==> src/rtl/ctrl_mac_seq_pkg.sv <==
// ctrl_mac_seq_pkg
//   Shared definitions for the SRC MAC sequencer: FSM state encodings,
//   regfile access codes {rf_rw, res_err} and the width of the shared
//   DRAIN/RD wait counter.
`timescale 1ns/1ps
package ctrl_mac_seq_pkg;

    localparam logic [2:0] S_IDLE  = 3'd0;
    localparam logic [2:0] S_LOAD  = 3'd1;
    localparam logic [2:0] S_CALC  = 3'd2;
    localparam logic [2:0] S_DRAIN = 3'd3;
    localparam logic [2:0] S_WB    = 3'd4;
    localparam logic [2:0] S_RD    = 3'd5;
    localparam logic [2:0] S_OUT   = 3'd6;

    // {rf_rw, res_err}; on reads res_err is don't-care and driven 0
    localparam logic [1:0] RF_RD     = 2'b10;
    localparam logic [1:0] RF_WR_RES = 2'b01;
    localparam logic [1:0] RF_WR_ERR = 2'b00;

    // Wait counter holds MAC_LAT-1 (max 6) or the single extra RD cycle
    localparam int unsigned WAIT_W = 3;

endpackage

==> src/rtl/ctrl_step_cnt.sv <==
// ctrl_step_cnt
//   Loadable down-counter with terminal flag. Saturates at zero.
// Ports
//   i_clk       clock, rising edge
//   i_rst_n     asynchronous active-low reset
//   i_en        global enable; counter holds when 0
//   i_load      load i_load_val (has priority over i_dec)
//   i_load_val  value to load
//   i_dec       decrement by one
//   o_count     current count
//   o_last      count is zero
`timescale 1ns/1ps
module ctrl_step_cnt
    import ctrl_mac_seq_pkg::*;
#(
    parameter int unsigned W = WAIT_W
) (
    input  logic         i_clk,
    input  logic         i_rst_n,
    input  logic         i_en,
    input  logic         i_load,
    input  logic [W-1:0] i_load_val,
    input  logic         i_dec,
    output logic [W-1:0] o_count,
    output logic         o_last
);

    logic [W-1:0] r_count;

    always_ff @(posedge i_clk or negedge i_rst_n) begin
        if (!i_rst_n) begin
            r_count <= '0;
        end else if (i_en) begin
            if (i_load) begin
                r_count <= i_load_val;
            end else if (i_dec && (r_count != '0)) begin
                r_count <= r_count - W'(1);
            end
        end
    end

    assign o_count = r_count;
    assign o_last  = (r_count == '0);

endmodule

==> src/rtl/ctrl_mac_seq.sv <==
// ctrl_mac_seq
//   Sequencer for one output sample of the SRC filter loop: writes the input
//   sample to the regfile, walks NTAPS taps through the MAC, waits out the MAC
//   pipeline, writes the result back, reads it out and presents it.
// Ports
//   clk, rst            clock / asynchronous active-low reset
//   en                  global enable; everything holds when 0
//   in_valid/in_ready   input sample handshake
//   out_valid/out_ready result handshake
//   busy                high in every state except IDLE
//   rf_en, rf_rw, res_err, get_reg, result_reg, error_reg  regfile address driver
//   mac_clr, mac_en     MAC control
`timescale 1ns/1ps
module ctrl_mac_seq
    import ctrl_mac_seq_pkg::*;
#(
    parameter int unsigned WIDTH    = 3,
    parameter int unsigned NTAPS    = 4,
    parameter int unsigned MAC_LAT  = 2,
    parameter int unsigned TAP_BASE = 0,
    parameter int unsigned ERR_REG  = 6,
    parameter int unsigned RES_REG  = 7
) (
    input  logic             clk,
    input  logic             rst,
    input  logic             en,
    input  logic             in_valid,
    output logic             in_ready,
    output logic             out_valid,
    input  logic             out_ready,
    output logic             busy,
    output logic             rf_en,
    output logic             rf_rw,
    output logic             res_err,
    output logic             get_reg,
    output logic [WIDTH-1:0] result_reg,
    output logic [WIDTH-1:0] error_reg,
    output logic             mac_clr,
    output logic             mac_en
);

    generate
        if (NTAPS < 1 || NTAPS > (1 << WIDTH) - 2 || MAC_LAT > 7 ||
            (ERR_REG >= TAP_BASE && ERR_REG <= TAP_BASE + NTAPS - 1) ||
            (RES_REG >= TAP_BASE && RES_REG <= TAP_BASE + NTAPS - 1)) begin : g_bad_params
            $error("ctrl_mac_seq: illegal parameter set");
        end
    endgenerate

    localparam int unsigned TC_W = $clog2(NTAPS) + 1;

    localparam logic [TC_W-1:0]   TAP_LD   = TC_W'(NTAPS - 1);
    localparam logic [TC_W-1:0]   NTAPS_T  = TC_W'(NTAPS);
    localparam logic [WAIT_W-1:0] DRAIN_LD = WAIT_W'((MAC_LAT > 0) ? MAC_LAT - 1 : 0);
    localparam logic [WAIT_W-1:0] RD_LD    = WAIT_W'(1);
    localparam logic [WIDTH-1:0]  A_TAP0   = WIDTH'(TAP_BASE);
    localparam logic [WIDTH-1:0]  A_ERR    = WIDTH'(ERR_REG);
    localparam logic [WIDTH-1:0]  A_RES    = WIDTH'(RES_REG);

    logic [2:0]        r_state;
    logic [2:0]        w_next_state;
    logic              w_accept;

    logic              w_tap_load, w_tap_dec, w_tap_last;
    logic [TC_W-1:0]   w_tap_cnt, w_tap_idx;
    logic              w_wait_load, w_wait_dec, w_wait_last;
    logic [WAIT_W-1:0] w_wait_ld_val, w_wait_cnt;

    logic              w_nx_rf_en, w_nx_get, w_nx_clr, w_nx_mac_en, w_nx_ov;
    logic [1:0]        w_nx_acc;
    logic [WIDTH-1:0]  w_nx_result, w_nx_error;

    // in_ready must answer in_valid in the same cycle, so it is decoded from
    // registered state rather than registered itself; gated by rst so it reads
    // 0 during reset like every other output.
    assign w_accept = rst && en && in_valid &&
                      ((r_state == S_IDLE) || ((r_state == S_OUT) && out_ready));
    assign in_ready = w_accept;

    // The counter holds "taps still to issue after the current one"
    assign w_tap_idx = NTAPS_T - w_tap_cnt;

    ctrl_step_cnt #(.W(TC_W)) u_tap_cnt (
        .i_clk      (clk),
        .i_rst_n    (rst),
        .i_en       (en),
        .i_load     (w_tap_load),
        .i_load_val (TAP_LD),
        .i_dec      (w_tap_dec),
        .o_count    (w_tap_cnt),
        .o_last     (w_tap_last)
    );

    ctrl_step_cnt #(.W(WAIT_W)) u_wait_cnt (
        .i_clk      (clk),
        .i_rst_n    (rst),
        .i_en       (en),
        .i_load     (w_wait_load),
        .i_load_val (w_wait_ld_val),
        .i_dec      (w_wait_dec),
        .o_count    (w_wait_cnt),
        .o_last     (w_wait_last)
    );

    always_comb begin
        w_next_state  = r_state;
        w_tap_load    = 1'b0;
        w_tap_dec     = 1'b0;
        w_wait_load   = 1'b0;
        w_wait_dec    = 1'b0;
        w_wait_ld_val = DRAIN_LD;
        unique case (r_state)
            S_IDLE:  if (w_accept) w_next_state = S_LOAD;
            S_LOAD: begin
                w_next_state = S_CALC;
                w_tap_load   = 1'b1;
            end
            S_CALC: begin
                if (w_tap_last) begin
                    if (MAC_LAT != 0) begin
                        w_next_state = S_DRAIN;
                        w_wait_load  = 1'b1;
                    end else begin
                        w_next_state = S_WB;
                    end
                end else begin
                    w_tap_dec = 1'b1;
                end
            end
            S_DRAIN: begin
                if (w_wait_last) w_next_state = S_WB;
                else             w_wait_dec   = 1'b1;
            end
            S_WB: begin
                w_next_state  = S_RD;
                w_wait_load   = 1'b1;
                w_wait_ld_val = RD_LD;
            end
            S_RD: begin
                if (w_wait_cnt == '0) w_next_state = S_OUT;
                else                  w_wait_dec   = 1'b1;
            end
            S_OUT: if (out_ready) w_next_state = w_accept ? S_LOAD : S_IDLE;
            default: w_next_state = S_IDLE;
        endcase
    end

    // Outputs are decoded from the state being entered so the registered
    // strobes line up with the state they belong to.
    always_comb begin
        w_nx_rf_en  = 1'b0;
        w_nx_acc    = RF_WR_ERR;
        w_nx_get    = 1'b0;
        w_nx_clr    = 1'b0;
        w_nx_mac_en = 1'b0;
        w_nx_ov     = 1'b0;
        w_nx_result = result_reg;
        w_nx_error  = error_reg;
        unique case (w_next_state)
            S_LOAD: begin
                w_nx_rf_en = 1'b1;
                w_nx_acc   = RF_WR_ERR;
                w_nx_error = A_ERR;
            end
            S_CALC: begin
                w_nx_rf_en  = 1'b1;
                w_nx_acc    = RF_RD;
                w_nx_error  = A_ERR;
                w_nx_mac_en = 1'b1;
                if (r_state == S_LOAD) begin
                    w_nx_clr    = 1'b1;
                    w_nx_result = A_TAP0;
                end else begin
                    w_nx_result = A_TAP0 + WIDTH'(w_tap_idx);
                end
            end
            S_WB: begin
                w_nx_rf_en  = 1'b1;
                w_nx_acc    = RF_WR_RES;
                w_nx_result = A_RES;
            end
            S_RD: begin
                // Only the first RD cycle issues the read; the second just waits
                if (r_state == S_WB) begin
                    w_nx_rf_en  = 1'b1;
                    w_nx_acc    = RF_RD;
                    w_nx_get    = 1'b1;
                    w_nx_result = A_RES;
                end
            end
            S_OUT: w_nx_ov = 1'b1;
            default: ;
        endcase
    end

    always_ff @(posedge clk or negedge rst) begin
        if (!rst) begin
            r_state    <= S_IDLE;
            busy       <= 1'b0;
            rf_en      <= 1'b0;
            rf_rw      <= 1'b0;
            res_err    <= 1'b0;
            get_reg    <= 1'b0;
            mac_clr    <= 1'b0;
            mac_en     <= 1'b0;
            out_valid  <= 1'b0;
            result_reg <= '0;
            error_reg  <= '0;
        end else if (en) begin
            r_state          <= w_next_state;
            busy             <= (w_next_state != S_IDLE);
            rf_en            <= w_nx_rf_en;
            {rf_rw, res_err} <= w_nx_acc;
            get_reg          <= w_nx_get;
            mac_clr          <= w_nx_clr;
            mac_en           <= w_nx_mac_en;
            out_valid        <= w_nx_ov;
            result_reg       <= w_nx_result;
            error_reg        <= w_nx_error;
        end
    end

endmodule

==> config.mk <==
export PLATFORM = sky130hd
export DESIGN_NAME = ctrl_mac_seq
export DESIGN_NICKNAME = d
export VERILOG_FILES = /design/src/rtl/ctrl_mac_seq_pkg.sv /design/src/rtl/ctrl_step_cnt.sv /design/src/rtl/ctrl_mac_seq.sv
export SDC_FILE = /design/constraint.sdc
export NUM_CORES = 1
export LEC_CHECK = 0
export ABC_AREA = 1
export CAP_MARGIN = 15
export CORE_UTILIZATION = 35
export CTS_BUF_LIST = sky130_fd_sc_hd__clkbuf_4
export CTS_CLUSTER_DIAMETER = 60
export DETAILED_ROUTE_END_ITERATION = 10
export HOLD_SLACK_MARGIN = 0.05
export SYNTH_ARGS = -nofsm -noshare
export SYNTH_HDL_FRONTEND = slang
export SYNTH_SLANG_ARGS = --single-unit
==> constraint.sdc <==
create_clock -name clk -period 1.3 [get_ports clk]
set_input_delay 0.26 -clock clk [delete_from_list [all_inputs] [get_ports clk]]
set_output_delay 0.26 -clock clk [all_outputs]
set_load 0.01 [all_outputs]
==> results of run 1 <==
power by group through the flow:
stage                     sequential (W)  combinational, W  clock [W]
after detailed placement         0.00109           0.00249          0
final                            0.00109           0.00333   0.000344
after CTS                        0.00108           0.00290   0.000348
after global routing             0.00112           0.00364   0.000371
after floorplan                  0.00112           0.00151          0
after global placement           0.00108           0.00243          0
metal layers:
| metal | routed length (µm) | share of wire | track usage | up-vias |
|---|---|---|---|---|
| li1 | - | - | - | 581 |
| met1 | 1280 | 0.42 | 0.203 | 537 |
| met2 | 1660 | 0.54 | 0.307 | 15 |
| met3 | 76 | 0.025 | 0.0252 | 7 |
| met4 | 62 | 0.020 | 0.0779 | 0 |
| met5 | 0 | 0 | 0 | - |
area by class of cell:
class / instances / area (µm²)
Sequential cell: 21 / 528
Fill cell: 297 / 1330
Tap cell: 46 / 57.6
Timing Repair Buffer: 62 / 533
Clock inverter: 1 / 5.00
Inverter: 20 / 87.6
Multi-Input combinational cell: 97 / 776
Clock buffer: 3 / 22.5
worst paths after layout:
kind | startpoint | cells past startpoint | to
hold / removal | rst | 2 | r_state[0]
min in group clk | mac_en | 2 | mac_en
hold reg to reg | mac_en | 2 | mac_en
setup reg to reg | u_wait_cnt.o_count[0] | 10 | result_reg[2]
max in group asynchronous | rst | 2 | r_state[2]
setup / recovery | u_wait_cnt.o_count[0] | 10 | result_reg[2]
cells by family (layout without fill, tap and decap cells):
family | Yosys count | in the layout | synth area share
buffers and inverters | 27 | 86 | 0.117
AO/OA/AOI/OAI | 20 | 20 | 0.0928
other | 1 | 1 | 0.00306
AND/OR/NAND/NOR | 70 | 70 | 0.301
adder cells (fa/ha/maj) | 5 | 5 | 0.0510
XOR/XNOR | 1 | 1 | 0.00714
flip-flops | 21 | 21 | 0.428
repair_timing:
| action | CTS | global route |
|---|---|---|
| pin swaps | 14 | 20 |
| setup buffers | 6 | 10 |
| endpoints found under the setup margin | 31 | 28 |
| resized for setup | 59 | 31 |
| endpoints found under the hold margin | 0 | 0 |
cells in the mapped netlist (4+ instances only):
library cell | n | area share
sky130_fd_sc_hd__nand2_1 | 32 | 0.098
sky130_fd_sc_hd__dfrtp_1 | 21 | 0.43
sky130_fd_sc_hd__inv_1 | 15 | 0.046
sky130_fd_sc_hd__nand3_1 | 9 | 0.037
sky130_fd_sc_hd__nor2_1 | 8 | 0.024
sky130_fd_sc_hd__o21ai_0 | 7 | 0.029
sky130_fd_sc_hd__o21ai_1 | 6 | 0.024
sky130_fd_sc_hd__ha_1 | 5 | 0.051
sky130_fd_sc_hd__nand2_2 | 4 | 0.020
through the flow:
stage | hold WS [ps] | setup WS [ps] | instances | setup TNS (ps) | power (W)
floorplan | -35.6 | -70.2 | 145 | -256 | 0.00262
global placement | 461 | -533 | 233 | -5620 | 0.00351
detailed placement | 467 | -539 | 233 | -5810 | 0.00359
CTS | 339 | -226 | 242 | -2400 | 0.00433
global route | 336 | -320 | 250 | -4120 | 0.00514
finish | 307 | -240 | 250 | -2670 | 0.00477
==> impl_metrics.yaml, run 1 <==
run_status:
  run_status: "complete, but fails checks"
  violated_checks: "negative setup slack"
placed_design:
  portBuffers: 18
  dpl-instance-area_um2: 1690
  detailedPlacementHpwl_mm: 2.06
  place.gp.congestion: 0.829
power:
  p_seq_frac: 0.229
  power_switching_share: 0.435
  p_sw_w: 0.00207
  internal_power_w: 0.00270
  share_comb_of_total_power: 0.699
  share_clk_of_total_power: 0.072
  p_leak_nw: 0.947
  power.density_cell_area_nw_per_um2: 2370
  irDropWorstVdd_uv: 994
finish:
  flow.area_growth_from_synthesis_pct: 63.7
  layout_common_cells: "34 x sky130_fd_sc_hd__buf_4, 26 x sky130_fd_sc_hd__nand2_1, 19 x sky130_fd_sc_hd__dfrtp_1, 10 x sky130_fd_sc_hd__buf_6"
  final_nets: 215
  drive_above_1_share: 0.554
  post-route-cell-area_um2: 2010
  finalCoreUtilization: 0.602
  diodes: 0
  final_common_cell: "sky130_fd_sc_hd__buf_4"
floorplanning:
  die_height_um: 61.2
  start_util: 0.368
  die_area_um2: 3750
  core.rowCount: 21
  ios: 20
  fp.coreArea_um2: 3340
  fp.dieW_um: 61.2
cts:
  hold_bufs_inserted_after_cts: 0
  tritoncts: "done"
  worst_skew_pair.late_latency_ps: 330
  clkSinkCount: 21
  cts_h_tree_depth: 1
  clk_pin_slew_worst_paths_ps: 130
  tritoncts.num_buffers: 3
  clock_path_buffers: 2
  clock_tree.root_cell: "sky130_fd_sc_hd__clkbuf_4"
logic_synthesis:
  yosysSeqAreaShare: 0.428
  ys_types: 30
  count_of_flip_flops_with_a_built_in_enable_after_synthesis: 0
  synthesis.area_per_instance_um2: 8.47
  syn_nets: 155
  ys_seq_elements: 21
  asyncSetResetFlopFracSynth: 1.00
  yosys_warnings: 0
  cell_area_after_synthesis_um2: 1230
  synth_flop_cell: "sky130_fd_sc_hd__dfrtp_1"
  synthCells: 145
detailed_routing:
  route.detailed.wl_per_inst_um: 12.3
  route.antenna.remaining_nets: 0
  detail_route.vias_per_cell: 4.56
  post-route-drc-count: 0
  drt_first_iter_violations: 28
  wl_mm: 3.08
  routed-via-count: 1140
  detail_route.first_pass.iterations: 4
global_routing:
  number_of_global_route_vias_before_repair: 1079
  wire_length_of_the_first_global_routing_pass_mm: 4.66
  grt-ovfl-total: 0
  grt_start_max_net_pins: 22
  grt.total_usage: 0.172
  initial_antenna_violation_count: 0
timing:
  maxClockFrequency_mhz: 649
  setup_violations: 18
  final.setup.worst_slack_ps: -240
  skew_ps: 9.26
  timing.final.crit_share: 1.18
  report.final.slew_viol_count: 0
  final_period_minus_worst_setup_slack_ps: 1540
  hold_viol_final: 0
  rsz_0062_raised_after_global_routing: "true"
setup_path:
  crit_fanout: 4
  cp_data_required_time_ps: 1520
  cp-start-kind: "flip-flop"
  critical_path.max_stage_delay_ps: 400
  path_delay_family: "simple AND/OR/NAND/NOR gates"
  cp_data_arrival_time_ps: 1760
  crit_chain: "inv_2, ha_4, ha_4, nand4_1, nand3_2, nand3_4, nand2_4, nand2_4, nand2_2, nand2_2"
  timing.setup.critical_path_class: "reg2reg"
  critical-path-slowest-cell: "sky130_fd_sc_hd__dfrtp_1"
  cp_num_buf_inv: 1
  critPathCaptureType: "flip-flop"
  r2r_slack_ps: -240
job:
  max_cap_violations: 0
min_path:
  hold_class: "in2async"
Note: power is estimated with default switching activity, not from simulation.
==> inputs of run 2 (changes only) <==
--- a/config.mk
+++ b/config.mk
@@ -11,7 +11,9 @@
 export CTS_BUF_LIST = sky130_fd_sc_hd__clkbuf_4
 export CTS_CLUSTER_DIAMETER = 60
 export DETAILED_ROUTE_END_ITERATION = 10
+export DONT_BUFFER_PORTS = 1
 export HOLD_SLACK_MARGIN = 0.05
 export SYNTH_ARGS = -nofsm -noshare
 export SYNTH_HDL_FRONTEND = slang
+export SYNTH_HIERARCHICAL = 1
 export SYNTH_SLANG_ARGS = --single-unit
==> impl_metrics.yaml, run 2 <==
run_status:
  run_status: "complete, but fails checks"
  violated_checks: "negative setup slack"
finish:
  final-seq-area_um2: 527
  number_of_inserted_filler_cells_in_the_final_layout: 324
  multi_input_area_um2: 818
  final-instance-count-excl-fill: 254
  final_common_cell: "sky130_fd_sc_hd__nand2_1"
  layout_common_cells: "45 x sky130_fd_sc_hd__nand2_1, 26 x sky130_fd_sc_hd__buf_4, 20 x sky130_fd_sc_hd__dfrtp_1, 12 x sky130_fd_sc_hd__inv_1, 12 x sky130_fd_sc_hd__nand2_2"
  flow.area_growth_from_synthesis_pct: 36.1
  final_nets: 219
  drive_above_1_share: 0.404
  diodes: 0
logic_synthesis:
  yosys-top-cells-count: "53 x sky130_fd_sc_hd__nand2_1, 21 x sky130_fd_sc_hd__dfrtp_1, 18 x sky130_fd_sc_hd__inv_1, 16 x sky130_fd_sc_hd__nand3_1, 16 x sky130_fd_sc_hd__o21ai_0"
  cell_area_after_synthesis_um2: 1310
  synth_top_area_share: 0.402
  ys_seq_elements: 21
  yosysSeqAreaShare: 0.402
  ys_types: 27
  yosysTopAreaCell: "sky130_fd_sc_hd__dfrtp_1"
  asyncSetResetFlopFracSynth: 1.00
  synthCells: 173
  yosys-top-cells-area: "sky130_fd_sc_hd__dfrtp_1 40%, sky130_fd_sc_hd__nand2_1 15%, sky130_fd_sc_hd__nand3_1 6.1%"
  yosys_warnings: 6
  yosys.cell_count.top_type: "sky130_fd_sc_hd__nand2_1"
  synthesis.area_per_instance_um2: 7.57
  count_of_flip_flops_with_a_built_in_enable_after_synthesis: 0
  synth_flop_cell: "sky130_fd_sc_hd__dfrtp_1"
cts:
  tritoncts: "done"
  cts_h_tree_depth: 1
  clock_tree.root_cell: "sky130_fd_sc_hd__clkbuf_4"
  clkSinkCount: 21
  clk_pin_slew_worst_paths_ps: 130
  clock_path_buffers: 2
  tritoncts.num_buffers: 3
  hold_bufs_inserted_after_cts: 1
  worst_skew_pair.late_latency_ps: 320
detailed_routing:
  detail_route.first_pass.iterations: 4
  routed-via-count: 1213
  route.antenna.remaining_nets: 0
  wl_mm: 3.21
  drt_first_iter_violations: 32
  detail_route.vias_per_cell: 4.78
  route.detailed.wl_per_inst_um: 12.6
  post-route-drc-count: 0
setup_path:
  cp_num_buf_inv: 2
  crit_fanout: 4
  cp_data_required_time_ps: 1560
  critical_path.max_stage_delay_ps: 400
  crit_cells: 10
  r2r_slack_ps: -340
  critPathCaptureType: "flip-flop"
  cp_data_arrival_time_ps: 1900
  crit_chain: "inv_1, ha_2, ha_4, inv_2, nand2_2, nand2_2, nor2_4, nand4_4, or2_1, nand3_1"
  timing.critical_path.mode_cell: "sky130_fd_sc_hd__nand2_2"
  cp-start-kind: "flip-flop"
  worstReg2RegStart: "u_wait_cnt/o_count[0]"
  path_delay_family: "simple AND/OR/NAND/NOR gates"
  timing.setup.critical_path_class: "reg2reg"
  worstReg2RegEnd: "rf_rw"
  depth_of_the_worst_register_to_register_path: 10
  critical-path-slowest-cell: "sky130_fd_sc_hd__dfrtp_1"
timing:
  timing.final.crit_share: 1.26
  final.setup.worst_slack_ps: -337
  skew_ps: 7.87
  tightest_slew_ps: 994
  maxClockFrequency_mhz: 611
  rsz_0062_raised_after_global_routing: "true"
  report.final.slew_viol_count: 0
  final_period_minus_worst_setup_slack_ps: 1640
  hold_viol_final: 0
  relSlewSlack: 0.337
  setup_violations: 18
global_routing:
  grt.total_usage: 0.170
  grt-ovfl-total: 0
  wire_length_of_the_first_global_routing_pass_mm: 5.33
  initial_antenna_violation_count: 0
  number_of_global_route_vias_before_repair: 1172
  grt_start_max_net_pins: 22
floorplanning:
  die_height_um: 63.2
  fp.coreArea_um2: 3470
  core.rowCount: 21
  fp.dieW_um: 63.2
  start_util: 0.377
  die_area_um2: 3990
  ios: 20
power:
  irDropWorstVdd_uv: 1320
  p_leak_nw: 0.902
  power.density_cell_area_nw_per_um2: 2530
  finalPower_w: 0.00451
placed_design:
  pre_cts_setup_slack_ps: -330
  place.gp.congestion: 0.887
  portBuffers: 0
  dp_cells: 243
  detailedPlacementHpwl_mm: 2.17
min_path:
  holdPathStages: 1
  hold_class: "in2reg"
  min_from: "en"
  worst_hold_path.endpoint: "r_state[0]"
job:
  max_cap_violations: 0
-- run 2: cell count changes after synthesis, moves of 3 or more --
cell                      previous run  this run
sky130_fd_sc_hd__nand3_1             9        16
sky130_fd_sc_hd__nor2_1              8         5
sky130_fd_sc_hd__o21ai_0             7        16
sky130_fd_sc_hd__inv_1              15        18
sky130_fd_sc_hd__nand2_1            32        53
sky130_fd_sc_hd__inv_2               2         5
sky130_fd_sc_hd__o21ai_1             6         0
sky130_fd_sc_hd__nand2_2             4         9
-- run 2: worst max path at each step --
stage	start	endpoint	slack [ps]
after floorplan	u_wait_cnt/o_count[0]	result_reg[0]	-210
after global placement	u_wait_cnt/o_count[1]	result_reg[2]	-270
after detailed placement	u_wait_cnt/o_count[1]	result_reg[1]	-330
after CTS	u_wait_cnt/o_count[1]	rf_rw	-330
after global routing	u_wait_cnt/o_count[0]	rf_rw	-430
final	u_wait_cnt/o_count[0]	rf_rw	-340
-- run 2: what timing repair did --
| action | in CTS | in global routing |
|---|---|---|
| buffers inserted | 4 | 2 |
| pin swaps | 10 | 15 |
| setup endpoints to repair | 19 | 41 |
| cloned | 0 | 0 |
| gates resized for setup | 16 | 25 |
| hold endpoints to repair | 26 | 4 |
-- run 2: power by group --
group | switching (W) | total [W] | internal [W]
Combinational | 0.00160 | 0.00298 | 0.00139
Sequential | 0.000269 | 0.00118 | 0.000915
Clock | 0.000230 | 0.000346 | 0.000115
-- run 2: cells by family (layout without fill, tap and decap cells) --
kind of cell    after synthesis  count (layout)  share of synthesized area
compound gates               19              19                     0.0774
flops                        21              21                      0.402
fa+ha+maj                     5               5                     0.0478
simple gates                 96              96                      0.357
buf+inv                      29              59                      0.104
xor+xnor                      1               1                    0.00669
other cells                   2               7                    0.00574
-- run 2: stage by stage --
step | hold slack (ps) | setup TNS, ps | instance area [µm²] | util
2_1_floorplan | -35.6 | -1680 | 1370 | -
3_3_place_gp | -34.7 | -2920 | 1560 | 0.451
3_5_place_dp | -34.8 | -3400 | 1560 | 0.451
4_1_cts | -3.90 | -3830 | 1690 | 0.488
5_1_grt | -16.0 | -5960 | 1780 | 0.514
6_report | 0.912 | -4250 | 1780 | 0.514
-- run 2: layout make-up --
type | count | area share
multi-input cells | 128 | 0.459
repair buffers | 31 | 0.142
flip-flops and latches | 21 | 0.296
clock inverters | 1 | 0.00281
well taps | 46 | 0.0323
clock buffers | 3 | 0.0126
inverters | 24 | 0.0555
-- run 2: layer usage --
layer | share of wire | GRT usage
met5 | 0 | 0
met4 | 0.0056 | 0.00872
met3 | 0.041 | 0.0453
met2 | 0.51 | 0.315
met1 | 0.44 | 0.203
==> inputs of run 3 (changes only) <==
--- a/config.mk
+++ b/config.mk
@@ -7,6 +7,7 @@
 export LEC_CHECK = 0
 export ABC_AREA = 1
 export CAP_MARGIN = 15
+export CORE_ASPECT_RATIO = 1.1
 export CORE_UTILIZATION = 35
 export CTS_BUF_LIST = sky130_fd_sc_hd__clkbuf_4
 export CTS_CLUSTER_DIAMETER = 60
==> constraint.sdc (replaced) <==
create_clock -name clk -period 1.5 [get_ports clk]
set_input_delay 0.3 -clock clk [delete_from_list [all_inputs] [get_ports clk]]
set_output_delay 0.3 -clock clk [all_outputs]
set_load 0.01 [all_outputs]
==> impl_metrics.yaml, run 3 (synthesis gave the netlist of run 2 again) <==
run_status:
  run_status: "complete, but fails checks"
  violated_checks: "negative setup slack"
floorplanning:
  core.rowCount: 22
  ios: 20
  die_height_um: 66.1
  fp.dieW_um: 60.3
  die_area_um2: 3990
  fp.coreArea_um2: 3440
  start_util: 0.380
min_path:
  hold_class: "in2reg"
timing:
  rsz_0062_raised_after_global_routing: "true"
  setup_violations: 9
  hold_viol_final: 0
  report.final.slew_viol_count: 0
  final.setup.worst_slack_ps: -96.4
  tightest_slew_ps: 949
  totalNegativeSetupSlack_ps: -617
  maxClockFrequency_mhz: 626
  relSlewSlack: 0.365
  timing.final.crit_share: 1.06
  skew_ps: 5.30
  final_period_minus_worst_setup_slack_ps: 1600
placed_design:
  dp_cells: 235
  portBuffers: 0
  pre_cts_setup_slack_ps: -130
  dpl-instance-area_um2: 1490
  detailedPlacementHpwl_mm: 2.04
  place.gp.congestion: 0.871
detailed_routing:
  route.detailed.wl_per_inst_um: 12.0
  detail_route.first_pass.iterations: 4
  route.antenna.remaining_nets: 0
  post-route-drc-count: 0
  wl_mm: 3.03
  drt_first_iter_violations: 58
  routed-via-count: 1211
  detail_route.vias_per_cell: 4.79
finish:
  flow.area_growth_from_synthesis_pct: 33.6
  drive_above_1_share: 0.424
  final_common_cell: "sky130_fd_sc_hd__nand2_1"
  final-instance-count-excl-fill: 253
  post-route-cell-area_um2: 1750
  final_nets: 216
  diodes: 0
  layout_common_cells: "43 x sky130_fd_sc_hd__nand2_1, 24 x sky130_fd_sc_hd__buf_4, 19 x sky130_fd_sc_hd__dfrtp_1, 15 x sky130_fd_sc_hd__nand2_2, 14 x sky130_fd_sc_hd__o21ai_0"
cts:
  clk_pin_slew_worst_paths_ps: 130
  clkSinkCount: 21
  clock_path_buffers: 2
  cts_h_tree_depth: 1
  clock_tree.root_cell: "sky130_fd_sc_hd__clkbuf_4"
  worst_skew_pair.late_latency_ps: 310
  tritoncts.num_buffers: 3
  hold_bufs_inserted_after_cts: 1
  tritoncts: "done"
setup_path:
  timing.setup.critical_path_class: "reg2reg"
  cp_data_arrival_time_ps: 1810
  cp-start-kind: "flip-flop"
  cp_data_required_time_ps: 1710
  critPathCaptureType: "flip-flop"
  crit_fanout: 4
global_routing:
  grt_start_max_net_pins: 22
  number_of_global_route_vias_before_repair: 1114
  initial_antenna_violation_count: 0
  grt.total_usage: 0.167
  wire_length_of_the_first_global_routing_pass_mm: 5.02
  grt-ovfl-total: 0
power:
  power.density_cell_area_nw_per_um2: 2190
  irDropWorstVdd_uv: 767
  p_leak_nw: 0.866
job:
  max_cap_violations: 0
-- run 3: what timing repair did --
item                                    4_1_cts  5_1_grt
endpoints found under the setup margin       13       17
cloned                                        0        1
resized for setup                            11       28
pin swaps                                    10        9
buffers inserted                              6        6
hold endpoints to repair                     21        1
-- run 3: cell type report --
type / instances / area (µm²)
fill: 342 / 1690
multi-input combinational: 128 / 811
sequential: 21 / 528
timing repair buffer: 27 / 213
inverter: 24 / 104
tap: 48 / 60.1
clock buffer: 3 / 22.5
clock inverter: 1 / 5.00
timing repair inverter: 1 / 5.00
-- run 3: where the power goes --
part           internal [W]  total [W]  switching, W
combinational       0.00116    0.00249       0.00133
clock             0.0000998   0.000285      0.000186
sequential         0.000796    0.00106      0.000261
-- run 3: final timing paths --
kind                                       start  cells past startpoint  slack [ps]                     to
max in group asynchronous                    rst                      1         310             r_state[2]
min in group asynchronous                    rst                      1         560             r_state[1]
hold reg to reg            u_wait_cnt/o_count[2]                      2         540  u_wait_cnt/o_count[2]
setup / recovery           u_wait_cnt/o_count[0]                     12        -100          result_reg[0]
hold / removal                                en                      1          60             r_state[1]
setup reg to reg           u_wait_cnt/o_count[0]                     12        -100          result_reg[0]
-- run 3: layer usage --
metal	part of all wire	GRT usage	vias to the layer above
li1	-	-	602
met5	0	0	-
met4	0.0089	0.0640	0
met2	0.50	0.258	31
met3	0.049	0.0294	5
met1	0.44	0.227	573
-- run 3: through the flow --
step	util	hold slack (ps)	power, W
6_report	0.508	57.9	0.00383
5_1_grt	0.508	45.8	0.00422
4_1_cts	0.466	50.9	0.00344
3_5_place_dp	0.433	4.98	0.00293
3_3_place_gp	0.433	5.00	0.00287
2_1_floorplan	-	4.41	0.00242
-- run 3: worst max-delay path, stage by stage (launching register included) --
cell and delay [ps]:
sky130_fd_sc_hd__dfrtp_1 410, sky130_fd_sc_hd__inv_2 70, sky130_fd_sc_hd__ha_4 140, sky130_fd_sc_hd__ha_4 160, sky130_fd_sc_hd__inv_2 40, sky130_fd_sc_hd__nand2_2 60
sky130_fd_sc_hd__nand2_2 70, sky130_fd_sc_hd__nor2_4 110, sky130_fd_sc_hd__nand4_4 110, sky130_fd_sc_hd__nand2_4 120, sky130_fd_sc_hd__nand2_4 60, sky130_fd_sc_hd__nand2_2 80
sky130_fd_sc_hd__nand2_1 50
